<file path="src/rtl/synch_frame_ctrl.sv">
// Frame sequencer for the timing-synchronisation datapath: flush, warm-up, search and lock phases.
// Optional search timeout with miss pulse is compiled in when SYNCH_CTRL_TIMEOUT_EN is defined.
module synch_frame_ctrl #(
  parameter int WARM_LEN  = 192,
  parameter int FLUSH_CYC = 2,
  parameter int SEARCH_TO = 4096,
  parameter int CNT_W     = 16
) (
  input  logic             CLK_I,
  input  logic             RST_I,
  input  logic             en_i,
  input  logic             smp_val_i,
  input  logic             det_i,
  input  logic [CNT_W-1:0] frame_len_i,
  output logic             syn_run_o,
  output logic             metric_ok_o,
  output logic             flush_o,
  output logic             lock_o,
  output logic             frm_start_o,
  output logic             frm_end_o,
  output logic             miss_o,
  output logic [2:0]       state_o,
  output logic [7:0]       lock_cnt_o
);

  localparam int FLUSH_W = (FLUSH_CYC > 1) ? $clog2(FLUSH_CYC) : 1;
  localparam logic [FLUSH_W-1:0] FLUSH_LAST = FLUSH_W'(FLUSH_CYC - 1);
  localparam logic [CNT_W-1:0]   WARM_LAST  = CNT_W'(WARM_LEN - 1);
`ifdef SYNCH_CTRL_TIMEOUT_EN
  localparam logic [CNT_W-1:0]   SEARCH_LAST = CNT_W'(SEARCH_TO - 1);
`endif

  typedef enum logic [2:0] {
    S_IDLE   = 3'd0,
    S_FLUSH  = 3'd1,
    S_WARMUP = 3'd2,
    S_SEARCH = 3'd3,
    S_LOCK   = 3'd4
  } state_t;

  state_t             state, nxt;
  logic [CNT_W-1:0]   smp_cnt, cnt_nxt;
  logic [CNT_W-1:0]   len, len_nxt;
  logic [FLUSH_W-1:0] flush_cnt, fcnt_nxt;
  logic [7:0]         lcnt_nxt;
  logic               start_p, end_p;
`ifdef SYNCH_CTRL_TIMEOUT_EN
  logic               miss_p;
`endif

  // Next-state decode; en_i low abandons any phase except a flush already in progress.
  always_comb begin
    nxt      = state;
    cnt_nxt  = smp_cnt;
    len_nxt  = len;
    fcnt_nxt = '0;
    lcnt_nxt = lock_cnt_o;
    start_p  = 1'b0;
    end_p    = 1'b0;
`ifdef SYNCH_CTRL_TIMEOUT_EN
    miss_p   = 1'b0;
`endif
    case (state)
      S_IDLE: begin
        if (en_i) begin
          nxt     = S_FLUSH;
          cnt_nxt = '0;
        end
      end
      S_FLUSH: begin
        cnt_nxt = '0;
        if (flush_cnt == FLUSH_LAST) nxt = en_i ? S_WARMUP : S_IDLE;
        else fcnt_nxt = flush_cnt + FLUSH_W'(1);
      end
      S_WARMUP: begin
        if (!en_i) nxt = S_IDLE;
        else if (smp_val_i) begin
          if (smp_cnt == WARM_LAST) begin
            nxt     = S_SEARCH;
            cnt_nxt = '0;
          end else cnt_nxt = smp_cnt + CNT_W'(1);
        end
      end
      S_SEARCH: begin
        if (!en_i) nxt = S_IDLE;
        else if (det_i) begin
          nxt     = S_LOCK;
          len_nxt = (frame_len_i == '0) ? CNT_W'(1) : frame_len_i;
          cnt_nxt = '0;
          start_p = 1'b1;
          if (lock_cnt_o != 8'hFF) lcnt_nxt = lock_cnt_o + 8'd1;
        end
`ifdef SYNCH_CTRL_TIMEOUT_EN
        else if (smp_val_i) begin
          if (smp_cnt == SEARCH_LAST) begin
            nxt     = S_FLUSH;
            cnt_nxt = '0;
            miss_p  = 1'b1;
          end else cnt_nxt = smp_cnt + CNT_W'(1);
        end
`endif
      end
      S_LOCK: begin
        if (!en_i) nxt = S_IDLE;
        else if (smp_val_i) begin
          if (smp_cnt == len - CNT_W'(1)) begin
            nxt     = S_FLUSH;
            cnt_nxt = '0;
            end_p   = 1'b1;
          end else cnt_nxt = smp_cnt + CNT_W'(1);
        end
      end
      default: nxt = S_IDLE;
    endcase
  end

  // Outputs are decoded from the next state so they line up with state_o.
  always_ff @(posedge CLK_I) begin
    if (RST_I) begin
      state       <= S_IDLE;
      smp_cnt     <= '0;
      len         <= '0;
      flush_cnt   <= '0;
      lock_cnt_o  <= '0;
      syn_run_o   <= 1'b0;
      metric_ok_o <= 1'b0;
      flush_o     <= 1'b0;
      lock_o      <= 1'b0;
      frm_start_o <= 1'b0;
      frm_end_o   <= 1'b0;
`ifdef SYNCH_CTRL_TIMEOUT_EN
      miss_o      <= 1'b0;
`endif
    end else begin
      state       <= nxt;
      smp_cnt     <= cnt_nxt;
      len         <= len_nxt;
      flush_cnt   <= fcnt_nxt;
      lock_cnt_o  <= lcnt_nxt;
      syn_run_o   <= (nxt == S_WARMUP) || (nxt == S_SEARCH);
      metric_ok_o <= (nxt == S_SEARCH);
      flush_o     <= (nxt == S_FLUSH);
      lock_o      <= (nxt == S_LOCK);
      frm_start_o <= start_p;
      frm_end_o   <= end_p;
`ifdef SYNCH_CTRL_TIMEOUT_EN
      miss_o      <= miss_p;
`endif
    end
  end

`ifndef SYNCH_CTRL_TIMEOUT_EN
  assign miss_o = 1'b0;
  if (SEARCH_TO < 1) begin : g_search_to_unused
  end
`endif

  assign state_o = state;

endmodule

</file>
<file path="config.mk">
export PLATFORM = sky130hd
export DESIGN_NAME = synch_frame_ctrl
export DESIGN_NICKNAME = d
export VERILOG_FILES = /design/src/rtl/synch_frame_ctrl.sv
export SDC_FILE = /design/constraint.sdc
export NUM_CORES = 1
export LEC_CHECK = 0
export BUFFER_PORTS_ARGS = -buffer_cell sky130_fd_sc_hd__buf_2
export CAP_MARGIN = 10
export CELL_PAD_IN_SITES_DETAIL_PLACEMENT = 1
export CELL_PAD_IN_SITES_GLOBAL_PLACEMENT = 1
export CORE_MARGIN = 1.5
export CORE_UTILIZATION = 35
export DETAILED_ROUTE_END_ITERATION = 8
export PLACE_DENSITY_LB_ADDON = 0.1
export SLEW_MARGIN = 20
export SYNTH_ARGS = -nofsm -noshare
export SYNTH_HDL_FRONTEND = slang
export SYNTH_SLANG_ARGS = --single-unit
export TNS_END_PERCENT = 5
</file>
<file path="constraint.sdc">
create_clock -name CLK_I -period 3.85 [get_ports CLK_I]
set_clock_uncertainty 0.1 [all_clocks]
set_input_delay 0.1925 -clock CLK_I [delete_from_list [all_inputs] [get_ports CLK_I]]
set_output_delay 0.1925 -clock CLK_I [all_outputs]
set_load 0.1 [all_outputs]
</file>
==> Word-level counts from Yosys, hierarchy flattened <==
Cells that the tools add are included.
{ "classes": {"addsub": 4, "shifts": 0, "n_reduce_logical": 10, "mul": 0, "n_lt_le_gt_ge": 0, "mux": 25, "eq_ne": 18, "n_div": 0, "bitwise_logic": 5} }
{ "op_table": {"columns": ["op", "count"], "rows": [
  ["16-bit two-way mux", 10],
  ["16-bit case mux with 5 select lines", 1],
  ["3-bit two-way mux", 10],
  ["16-bit by 1-bit adder with 16-bit output (second input constant)", 1],
  ["16-bit equality test", 1],
  ["16-bit by 8-bit equality test with 1-bit output (second input constant)", 1],
  ["16-bit logical NOT", 1],
  ["16-bit by 1-bit subtractor with 16-bit output (second input constant)", 1],
  ["3-bit case mux with 5 select lines", 1],
  ["2-bit != test (second input constant)", 7],
  ["3-bit by 2-bit equality test with 1-bit output (second input constant)", 4],
  ["8-bit by 1-bit adder with 8-bit output (second input constant)", 1],
  ["8-bit != test (second input constant)", 1],
  ["8-bit AND reduction", 1],
  ["3-bit by 1-bit equality test with 1-bit output (second input constant)", 2],
  ["3-bit equality test (second input constant)", 2],
  ["3-bit OR reduction", 2],
  ["1-bit NOT", 5],
  ["5-bit nonzero test", 1],
  ["4-bit AND reduction", 1],
  ["4-bit OR reduction", 1],
  ["3-bit logical NOT", 1],
  ["3-bit AND reduction", 1],
  ["1-bit two-way mux", 2],
  ["3 further kinds", 3]
]} }
{ "word_totals": {"out_inout_bits": 18, "latchBits": 0, "memories": 0, "in_bits": 21, "ram_bits": 0, "wordCells": 73, "mem_bits_ro": 0, "regBits": 50} }

==> Logic depth before layout (Yosys ltp) <==
Gate-level depths: netlist of run 1.
{ "depth": {"depth_word": 8, "ltp_mapped": 11, "depth_no_buf": 9} }

==> Least setup slack after synthesis of run 1 <==
OpenSTA, ideal clock, no wires.
{ "synth_timing": {"path_type": "flip-flop to flip-flop", "startpoint": "register len[0]", "endpoint": "register smp_cnt[0]", "t_required_ns": 3.628, "t_arrival_ns": 2.647, "n_path_buf": 1, "synth_period_minus_slack_ns": 2.869, "path_stages_with_launch": 11, "setup_ns": 0.122, "path_slack_ns": 0.981, "path_cell_list": "dfxtp_1 -> clkbuf_1 -> inv_1 -> ha_1 -> nor4b_4 -> nand2_1 -> xor2_1 -> a2111oi_0 -> o2111ai_2 -> and3_1 -> a311o_1"} }
{ "synth_between": {"elab_chain_len": 6} }
{ "synth_lines": {"columns": ["element", "line_no", "source"], "rows": [
  ["start, declared", "43", "logic [CNT_W-1:0] len, len_nxt;"],
  ["start signal, assigned", "137", "len <= len_nxt;"],
  ["16-bit by 1-bit subtractor with 16-bit output", "106", "if (smp_cnt == len - CNT_W'(1)) begin"],
  ["16-bit equality test", "106", null],
  ["16-bit two-way mux", "106", null],
  ["16-bit two-way mux", "105", "else if (smp_val_i) begin"],
  ["16-bit two-way mux", "104", "if (!en_i) nxt = S_IDLE;"],
  ["16-bit case mux with 5 select lines", "63", "case (state)"],
  ["end signal, assigned", "136", "smp_cnt <= cnt_nxt;"],
  ["end, declared", "42", "logic [CNT_W-1:0] smp_cnt, cnt_nxt;"]
]} }
No other way between the ends. The select of a mux whose other input is x is not followed.
A chain may end at the register's enable or synchronous reset.

==> Worst setup path in the final report of run 1 <==
{ "layout_timing": {"startpoint": "register len[0]", "endpoint": "register smp_cnt[5]"} }
The elaborated chain is that of the path after synthesis.

==> metrics.yaml, run 1 <==
syn_nets: 351
antenna_left: 0
drive_gt1_frac: 0.1704
remaining_drc_errors: 0
hpwl_mm: 5.564
postCtsHoldBufs: 0
die_h_um: 92.49
grt_pass1_wl_mm: 12.52
vias: 2462
yosys_warnings: 0
min_period_ns: 3.221
yosysTopAreaCell: "dfxtp_1"
pwr-share-seq: 0.563
htreeDepth: 2
cts_root_buf: "clkbuf_8"
clkPwrFrac: 0.361
crit_path_max_fanout: 14
avgSynthCellArea_um2: 8.571
ir_worst_vdd_v: 0.0001369
initial_core_util: 0.3627
critPathRequiredTime_ns: 3.92
dieArea_mm2: 0.008553
netSwitchingFraction: 0.2737
core_area_mm2: 0.007727
grt_max_degree: 39
endpoint_kind: "flop"
globalRouteOverflowTotal: 0
routed_wl_mm: 7.370
synthTopCellsByCount: "dfxtp_1 (50), nor2_1 (43), a21oi_1 (22), xor2_1 (22)"
ys.flop_type: "dfxtp_1"
first_iter_violations: 83
maxCapViolCount: 0
final_max_slew_viol_count: 0
setup_viol: 0
cts_tree: "built"
clk_pin_slew_worst_paths_ns: 0.10
wl_per_cell_um: 16.02
switchingPower_mw: 0.2553
postCtsSetupBuffers: 0
clock_latency_ns: 0.31
cts.sinks: 50
ios: 39
antenna_found_initial: 0
fmax_mhz: 310.5
path_class: "flop to flop"
power.static_leakage_nw: 1.362
dieWidth_um: 92.49
synth_top_area_share: 0.3571
syn_to_final_growth_pct: 12.23
numCtsBuffers: 5
synth_area_leaders: "dfxtp_1 (36%), xor2_1 (6.9%), mux2i_1 (6.1%), nor2_1 (5.8%), xnor2_1 (4.7%)"
synth_edf_count: 0
fillerInstances: 950
viasPerCell: 5.352
worst_pin_slew_ns: 0.6772
ys_seq_area_frac: 0.3571
powerDensity_mw_per_mm2: 296.4
grt_pass1_vias: 2543
nets: 381
yosysMostFrequentCell: "dfxtp_1"
ys_seq_elements: 50
tns_ns: 0
cts_buffer_depth: 2
synth_async_sr_flop_share: 0
port_buffers: 37
track_usage: 0.1842
hp-class: "input port to flop"
gp_congestion: 0.7856
slew_headroom: 0.5368
synth_area_mm2: 0.002803
start_kind: "flop"
critical_path_arrival_ns: 3.29
total_power_mw: 0.9325
status: "completed"
dr.pass1.iters: 4
num_antenna_cells: 0
postSynthCellCount: 327
grt_setup_unrepaired: "false"
rows: 32
ys_types: 61
intPower_mw: 0.6772
timing_hold_violations_final: 0
period_share: 0.8365
p_comb_frac: 0.076
post_cts_resized: 0
[path summary, 6_finish.rpt]
check | cells after the start | slack (ns) | to | startpoint
max reg2reg | 9 | 0.63 | smp_cnt[5]$_SDFFE_PP0P_ | len[0]$_SDFFE_PP0P_
max | 9 | 0.63 | smp_cnt[5]$_SDFFE_PP0P_ | len[0]$_SDFFE_PP0P_
min reg2reg | 1 | 0.37 | flush_cnt$_SDFF_PP0_ | flush_cnt$_SDFF_PP0_
min | 3 | 0.03 | len[5]$_SDFFE_PP0P_ | frame_len_i[5]
[power groups by stage]
stage / logic, mW / clock network [mW] / registers [mW]
after floorplan: 0.0348 / 0 / 0.550
after global placement: 0.0704 / 0 / 0.537
after detailed placement: 0.0710 / 0 / 0.537
after CTS: 0.0711 / 0.356 / 0.525
after global routing: 0.0772 / 0.369 / 0.526
final: 0.0704 / 0.337 / 0.525
[flip-flops by register name, summed over array words and instances, names as in the netlist]
| register | cells |
|---|---|
| lock_cnt_o | 8 |
| frm_start_o | 1 |
| len | 16 |
| smp_cnt | 16 |
| flush_cnt | 1 |
| syn_run_o | 1 |
| flush_o | 1 |
| frm_end_o | 1 |
| metric_ok_o | 1 |
| state_o | 3 |
| lock_o | 1 |
[placed cells by master (no fill, tap or decap), drive strengths merged, types with 3 or more instances in the layout]
master,count
nor2,43
o21ai,6
clkbuf,5
or3,6
nor4,7
a211oi,3
nand3,8
inv,9
xnor2,15
buf,40
or4,4
nor3,14
ha,3
mux2i,17
xor2,22
dfxtp,50
nand2,17
nand3b,3
nand2b,3
a21oi,23
and3,9
a2111oi,3
nor2b,4
o32ai,4
nand4,6
[layout make-up]
| type | count | area (um2) | share of cell area |
|---|---|---|---|
| inverters | 7 | 26.28 | 0.008353 |
| clock buffers | 5 | 68.82 | 0.02188 |
| well taps | 102 | 127.6 | 0.04057 |
| clock inverters | 3 | 28.78 | 0.009149 |
| flip-flops and latches | 50 | 1001 | 0.3182 |
| multi-input cells | 253 | 1685 | 0.5358 |
| repair buffers | 40 | 207.7 | 0.06603 |
[worst max-delay path: stages, from the launching register on]
cell,delay [ns]
dfxtp_1,0.38
inv_1,0.08
ha_1,0.24
nor4b_4,0.39
nand2_1,0.17
xor2_1,0.18
a2111oi_0,0.65
nand2_1,0.13
o211ai_2,0.59
a21oi_1,0.15
[per-stage QoR]
| step | cell area, um2 | worst slack, ns | utilization | std cells | hold WS [ns] |
|---|---|---|---|---|---|
| 2_1_floorplan | 2803 | 0.9812 | - | 327 | 0.2364 |
| 3_3_place_gp | 3048 | 0.7284 | 0.3944 | 452 | 0.3405 |
| 3_5_place_dp | 3048 | 0.6186 | 0.3944 | 452 | 0.3562 |
| 4_1_cts | 3146 | 0.6148 | 0.4071 | 460 | 0.01842 |
| 5_1_grt | 3146 | 0.2879 | 0.4071 | 460 | 0.03900 |
| 6_report | 3146 | 0.6293 | 0.4071 | 460 | 0.02902 |
[per-layer routing]
layer | up-vias | track usage | share of wire
met1 | 1198 | 0.2348 | 0.48
met5 | - | 0 | 0
li1 | 1235 | - | -
met2 | 25 | 0.3211 | 0.49
met3 | 4 | 0.03038 | 0.021
met4 | 0 | 0.04615 | 0.0079
[kinds of logic (layout without fill, tap and decap cells)]
logic type	after synthesis	after routing	synth area share
flip-flops	50	50	0.3571
other	1	1	0.001338
multiplexers	18	18	0.06473
AND/OR/NAND/NOR	137	137	0.2665
AO/OA/AOI/OAI	57	57	0.1397
XOR/XNOR	37	37	0.1156
buffers and inverters	24	55	0.04152
adder cells (fa/ha/maj)	3	3	0.01339
(Power assumes the default switching activity.)
==> inputs of run 2 (changes only) <==
clock period = 2.8 ns   (was 3.85 ns; I/O delays follow)
==> run 2 against run 1 <==
  * Combinational power rose by 66%
  * First-iteration DRC count fell by 36%
  * Critical endpoint is now smp_cnt[4]$_SDFFE_PP0P_
  * Clock power rose by 38%
  * Highest routed layer unchanged
  * Count of clock-buffer cells in the layout did not move
  * Cell count rose by 5.7%
==> metrics.yaml, run 2 (synthesis results as in run 1) <==
slew_headroom: 0.5369  # was 0.5368
reg2reg_slack_ns: 0.12  # was 0.63 ns
period_share: 0.9562  # was 0.8365
start_kind: "flop"  # unchanged
cts_buffer_depth: 2  # unchanged
num_antenna_cells: 0  # unchanged
maxCapViolCount: 0  # unchanged
r2r-start: "len[8]$_SDFFE_PP0P_"  # was len[0]$_SDFFE_PP0P_
syn_to_final_growth_pct: 21.25  # was 12.23%
dp.cells: 467  # was 452
worst_pin_slew_ns: 0.6914  # was 0.6772 ns
total_power_mw: 1.302  # was 0.9325 mW
regArea_mm2: 0.001001  # unchanged
dieWidth_um: 92.49  # unchanged
hp-class: "input port to flop"  # unchanged
dr.pass1.iters: 4  # unchanged
clk_pin_slew_worst_paths_ns: 0.10  # about the same
nets: 407  # was 381
dieArea_mm2: 0.008553  # unchanged
viasPerCell: 5.288  # was 5.352
reg2reg_to: "smp_cnt[4]$_SDFFE_PP0P_"  # was smp_cnt[5]$_SDFFE_PP0P_
critPathRequiredTime_ns: 2.90  # was 3.92 ns
grt_setup_unrepaired: "false"  # unchanged
fmax_mhz: 373.5  # was 310.5 MHz
tns_ns: 0  # unchanged
grt_pass1_wl_mm: 13.27  # was 12.52 mm
postCtsSetupBuffers: 0  # unchanged
crit_path_max_fanout: 14  # unchanged
antenna_left: 0  # unchanged
holdWs_ns: 0.009112  # was 0.02902 ns
mostFrequentLayoutCell: "dfxtp_1"  # unchanged
core_area_mm2: 0.007727  # unchanged
power.static_leakage_nw: 1.493  # was 1.362 nW
ir_worst_vdd_v: 0.0002108  # was 0.0001369 V
numCtsBuffers: 5  # unchanged
min_path_cells: 3  # unchanged
rows: 32  # unchanged
min_period_ns: 2.677  # was 3.221 ns
gp_congestion: 0.8320  # was 0.7856
first_iter_violations: 53  # was 83
multi_input_area_mm2: 0.001703  # was 0.001685 mm2
layout_common_cells: "dfxtp_1 (50), nor2_1 (43), buf_2 (37), a21oi_1 (22), xor2_1 (22)"  # unchanged
status: "completed"  # unchanged
antenna_found_initial: 0  # unchanged
fillerInstances: 937  # was 950
clock_latency_ns: 0.32  # was 0.31 ns
vias: 2570  # was 2462
powerDensity_mw_per_mm2: 383.2  # was 296.4 mW/mm2
setup_viol: 0  # unchanged
globalRouteOverflowTotal: 0  # unchanged
critical_path_arrival_ns: 2.78  # was 3.29 ns
cts.sinks: 50  # unchanged
endpoint_kind: "flop"  # unchanged
drive_gt1_frac: 0.2057  # was 0.1704
layout.cells.non_filler: 486  # was 460
remaining_drc_errors: 0  # unchanged
cts_root_buf: "clkbuf_8"  # unchanged
wl_per_cell_um: 16.07  # was 16.02 um
final_max_slew_viol_count: 0  # unchanged
grt_max_degree: 36  # was 39
min_from: "frame_len_i[9]"  # was frame_len_i[5]
routed_wl_mm: 7.809  # was 7.370 mm
ff2ff_path_depth: 8  # was 9
port_buffers: 37  # unchanged
initial_core_util: 0.3627  # unchanged
timing_hold_violations_final: 0  # unchanged
path_class: "flop to flop"  # unchanged
ios: 39  # unchanged
htreeDepth: 2  # unchanged
top_regs: "len: 16 flops, smp_cnt: 16 flops, lock_cnt_o: 8 flops"  # unchanged
die_h_um: 92.49  # unchanged
grt_pass1_vias: 2571  # was 2543
track_usage: 0.1948  # was 0.1842
cts_tree: "built"  # unchanged
hpwl_mm: 5.799  # was 5.564 mm
hold_path_end: "len[9]$_SDFFE_PP0P_"  # was len[5]$_SDFFE_PP0P_
-- run 2: cell count changes in the layout (fill, tap and decap cells not counted), sizes merged --
| cell | previous run | this run |
|---|---|---|
| buf | 40 | 55 |
| dlygate4sd3 | 0 | 11 |
-- run 2: worst max-delay path by stage --
stage	from	to	slack (ns)
after floorplan	len[0]$_SDFFE_PP0P_	smp_cnt[0]$_SDFFE_PP0P_	0.02
after global placement	len[8]$_SDFFE_PP0P_	smp_cnt[0]$_SDFFE_PP0P_	0.12
after detailed placement	len[8]$_SDFFE_PP0P_	smp_cnt[4]$_SDFFE_PP0P_	0.08
after CTS	len[8]$_SDFFE_PP0P_	smp_cnt[0]$_SDFFE_PP0P_	0.06
after global routing	len[0]$_SDFFE_PP0P_	smp_cnt[0]$_SDFFE_PP0P_	0.003
final	len[8]$_SDFFE_PP0P_	smp_cnt[4]$_SDFFE_PP0P_	0.12
-- run 2: routing by layer --
| layer | routed length [um] | track usage | vias to the layer above | part of all wire |
|---|---|---|---|---|
| li1 | - | - | 1278 | - |
| met1 | 3849 | 0.2624 | 1257 | 0.49 |
| met2 | 3702 | 0.3272 | 30 | 0.47 |
| met3 | 188 | 0.02956 | 5 | 0.024 |
| met4 | 69 | 0.04231 | 0 | 0.0088 |
| met5 | 0 | 0 | - | 0 |
-- run 2: through the flow --
stage               utilization  area [um2]  setup WS [ns]
floorplan                     -        2804        0.01696
global placement         0.4108        3174         0.1244
detailed placement       0.4108        3174        0.08240
CTS                      0.4377        3382        0.05999
global route             0.4398        3398       0.002962
finish                   0.4398        3398         0.1226
-- run 2: worst max-delay path, stage by stage (launching register included) --
cell and delay, ns:
dfxtp_1 0.33, or4_4 0.57, or3_1 0.36, a2111o_1 0.38
a21oi_2 0.18, o21ai_0 0.16, o211ai_2 0.25, buf_12 0.17
a21oi_1 0.07
-- run 2: area by class of cell --
| class | count | share of cell area |
|---|---|---|
| clock buffers | 5 | 0.02025 |
| clock inverters | 3 | 0.008468 |
| inverters | 7 | 0.007732 |
| multi-input cells | 253 | 0.5011 |
| flip-flops and latches | 50 | 0.2946 |
| well taps | 102 | 0.03756 |
| repair buffers | 66 | 0.1303 |
-- run 2: report_power, final --
part / total [mW] / leakage, nW / switching [mW] / internal (mW)
Sequential: 0.719 / 0.403 / 0.00437 / 0.715
Combinational: 0.117 / 1.04 / 0.0750 / 0.0415
Clock: 0.466 / 0.0506 / 0.279 / 0.188
-- run 2: repair_timing --
item,4_1_cts,5_1_grt
hold endpoints to repair,11,0
setup endpoints to repair,0,19
gates resized for setup,0,4
hold buffers,11,0
==> inputs of run 3 (changes only) <==
CORE_ASPECT_RATIO = 1.4   (was not set)
==> run 3 against run 2 <==
  * Register-to-register slack about the same
  * Via count up 2.0%
  * First-iteration DRC count up 42%
  * Critical path type unchanged
==> metrics.yaml, run 3 (synthesis results as in run 1) <==
dr.pass1.iters: 4  # unchanged
antenna_found_initial: 0  # unchanged
hpwl_mm: 6.031  # was 5.799 mm
path_class: "flop to flop"  # unchanged
grt_pass1_vias: 2740  # was 2571
cp_slowest_stage_delay_ns: 0.59  # was 0.57 ns
critPathRequiredTime_ns: 2.91  # was 2.90 ns
dp_slack_ns: 0.02850  # was 0.08240 ns
remaining_drc_errors: 0  # unchanged
port_buffers: 37  # unchanged
clock_latency_ns: 0.32  # about the same
slew_headroom: 0.6612  # was 0.5369
crit_buf_inv: 1  # unchanged
grt_setup_unrepaired: "false"  # unchanged
intPower_mw: 0.9419  # was 0.9439 mW
holdWs_ns: 0.1017  # was 0.009112 ns
fmax_mhz: 373.9  # was 373.5 MHz
netSwitchingFraction: 0.2702  # was 0.2751
cp_slowest_cell: "or4_1"  # was or4_4
globalRouteOverflowTotal: 0  # unchanged
cts.sinks: 50  # unchanged
die_h_um: 108.9  # was 92.49 um
vias: 2621  # was 2570
pwr-share-seq: 0.556  # was 0.552
period_share: 0.9552  # was 0.9562
grt_max_degree: 36  # unchanged
wl_per_cell_um: 16.32  # was 16.07 um
layout_common_cells: "dfxtp_1 (49), nor2_1 (43), buf_2 (37), a21oi_1 (22), xor2_1 (22)"  # was dfxtp_1 (50), nor2_1 (43), buf_2 (37), a21oi_1 (22), xor2_1 (22)
routed_wl_mm: 7.998  # was 7.809 mm
setup_viol: 0  # unchanged
cts_root_buf: "clkbuf_8"  # unchanged
cts_buffer_depth: 2  # unchanged
start_kind: "flop"  # unchanged
gp_congestion: 0.8148  # was 0.8320
timing_hold_violations_final: 0  # unchanged
total_power_mw: 1.291  # was 1.302 mW
mostFrequentLayoutCell: "dfxtp_1"  # unchanged
htreeDepth: 2  # unchanged
antenna_left: 0  # unchanged
worst_pin_slew_ns: 0.5043  # was 0.6914 ns
critical_path_arrival_ns: 2.78  # about the same
cts_tree: "built"  # unchanged
viasPerCell: 5.349  # was 5.288
ios: 39  # unchanged
dieArea_mm2: 0.008561  # was 0.008553 mm2
final_max_slew_viol_count: 0  # unchanged
powerDensity_mw_per_mm2: 375.9  # was 383.2 mW/mm2
p_comb_frac: 0.093  # was 0.089
crit_family: "simple AND/OR/NAND/NOR gates"  # was compound AO/OA/AOI/OAI gates
maxCapViolCount: 0  # unchanged
fin_ws_ns: 0.1255  # was 0.1226 ns
min_period_ns: 2.674  # was 2.677 ns
drive_gt1_frac: 0.2026  # was 0.2057
ir_worst_vdd_v: 0.0001977  # was 0.0002108 V
top_regs: "len: 16 flops, smp_cnt: 16 flops, lock_cnt_o: 8 flops"  # unchanged
tns_ns: 0  # unchanged
switchingPower_mw: 0.3488  # was 0.3583 mW
grt_pass1_wl_mm: 13.46  # was 13.27 mm
initial_core_util: 0.3616  # was 0.3627
clkPwrFrac: 0.351  # was 0.358
numCtsBuffers: 5  # unchanged
crit_path_max_fanout: 7  # was 14
first_iter_violations: 75  # was 53
syn_to_final_growth_pct: 22.50  # was 21.25%
dieWidth_um: 78.63  # was 92.49 um
track_usage: 0.2015  # was 0.1948
core_area_mm2: 0.007750  # was 0.007727 mm2
status: "completed"  # unchanged
power.static_leakage_nw: 1.513  # was 1.493 nW
fillerInstances: 948  # was 937
clk_pin_slew_worst_paths_ns: 0.11  # was 0.10 ns
rows: 38  # was 32
endpoint_kind: "flop"  # unchanged
num_antenna_cells: 0  # unchanged
path_cells: "or4_1 -> nor4_1 -> o2111ai_1 -> a211oi_1 -> buf_4 -> o2111ai_2 -> and3_1 -> a311o_1"  # was or4_4 -> or3_1 -> a2111o_1 -> a21oi_2 -> o21ai_0 -> o211ai_2 -> buf_12 -> a21oi_1
hp-class: "input port to flop"  # unchanged
final_core_utilization: 0.4430  # was 0.4398
nets: 413  # was 407
==> run 3: cell types whose count changed in the layout (fill, tap and decap cells not counted), sizes merged <==
cell	before	now
buf	55	57
dlygate4sd3	11	15
clkbuf	5	6
inv	9	8
==> run 3: path summary, 6_finish.rpt <==
path	startpoint	endpoint	slack [ns]	cells after the start
worst min-delay path	frame_len_i[0]	len[0]$_SDFFE_PP0P_	0.10	5
worst max register to register	len[5]$_SDFFE_PP0P_	smp_cnt[0]$_SDFFE_PP0P_	0.13	8
worst min register to register	flush_cnt$_SDFF_PP0_	flush_cnt$_SDFF_PP0_	0.37	1
worst max-delay path	len[5]$_SDFFE_PP0P_	smp_cnt[0]$_SDFFE_PP0P_	0.13	8
==> run 3: layout make-up <==
type / count / area, um2 / area share
multi-input cells: 253 / 1692 / 0.4927
clock buffers: 6 / 72.57 / 0.02114
flip-flops and latches: 50 / 1002 / 0.2919
well taps: 100 / 125.1 / 0.03644
inverters: 7 / 26.28 / 0.007653
clock inverters: 2 / 17.52 / 0.005102
repair buffers: 72 / 498.0 / 0.1450
==> run 3: metrics by stage <==
step | cells | instance area, um2
after floorplan | 327 | 2804
after global placement | 467 | 3187
after detailed placement | 467 | 3187
after CTS | 490 | 3427
after global routing | 490 | 3433
final | 490 | 3433
==> run 3: tightest hold or removal path, stage by stage <==
cell     delay [ns]
buf_2          0.08
a41oi_1        0.04
nor2_1         0.08
a21oi_1        0.05
nor2_1         0.09
==> run 3: repair_timing <==
action | in CTS | in global routing
setup endpoints to repair | 0 | 18
gates resized for setup | 0 | 2
buffers inserted | 0 | 0
hold buffers | 15 | 0
hold endpoints to repair | 15 | 0
==> run 3: power by group through the flow <==
stage          Clock [mW]  Combinational, mW  Sequential [mW]
5_1_grt             0.497              0.130            0.719
4_1_cts             0.465              0.120            0.718
6_report            0.453              0.120            0.718
3_5_place_dp            0              0.104            0.735
2_1_floorplan           0             0.0479            0.756
3_3_place_gp            0              0.103            0.735
==> run 3: routing by layer <==
| metal | vias to the layer above | part of all wire | global-route usage |
|---|---|---|---|
| met5 | - | 0 | 0 |
| met4 | 0 | 0.010 | 0.05485 |
| met3 | 7 | 0.023 | 0.03013 |
| met2 | 29 | 0.54 | 0.3849 |
| met1 | 1283 | 0.43 | 0.2293 |
| li1 | 1302 | - | - |
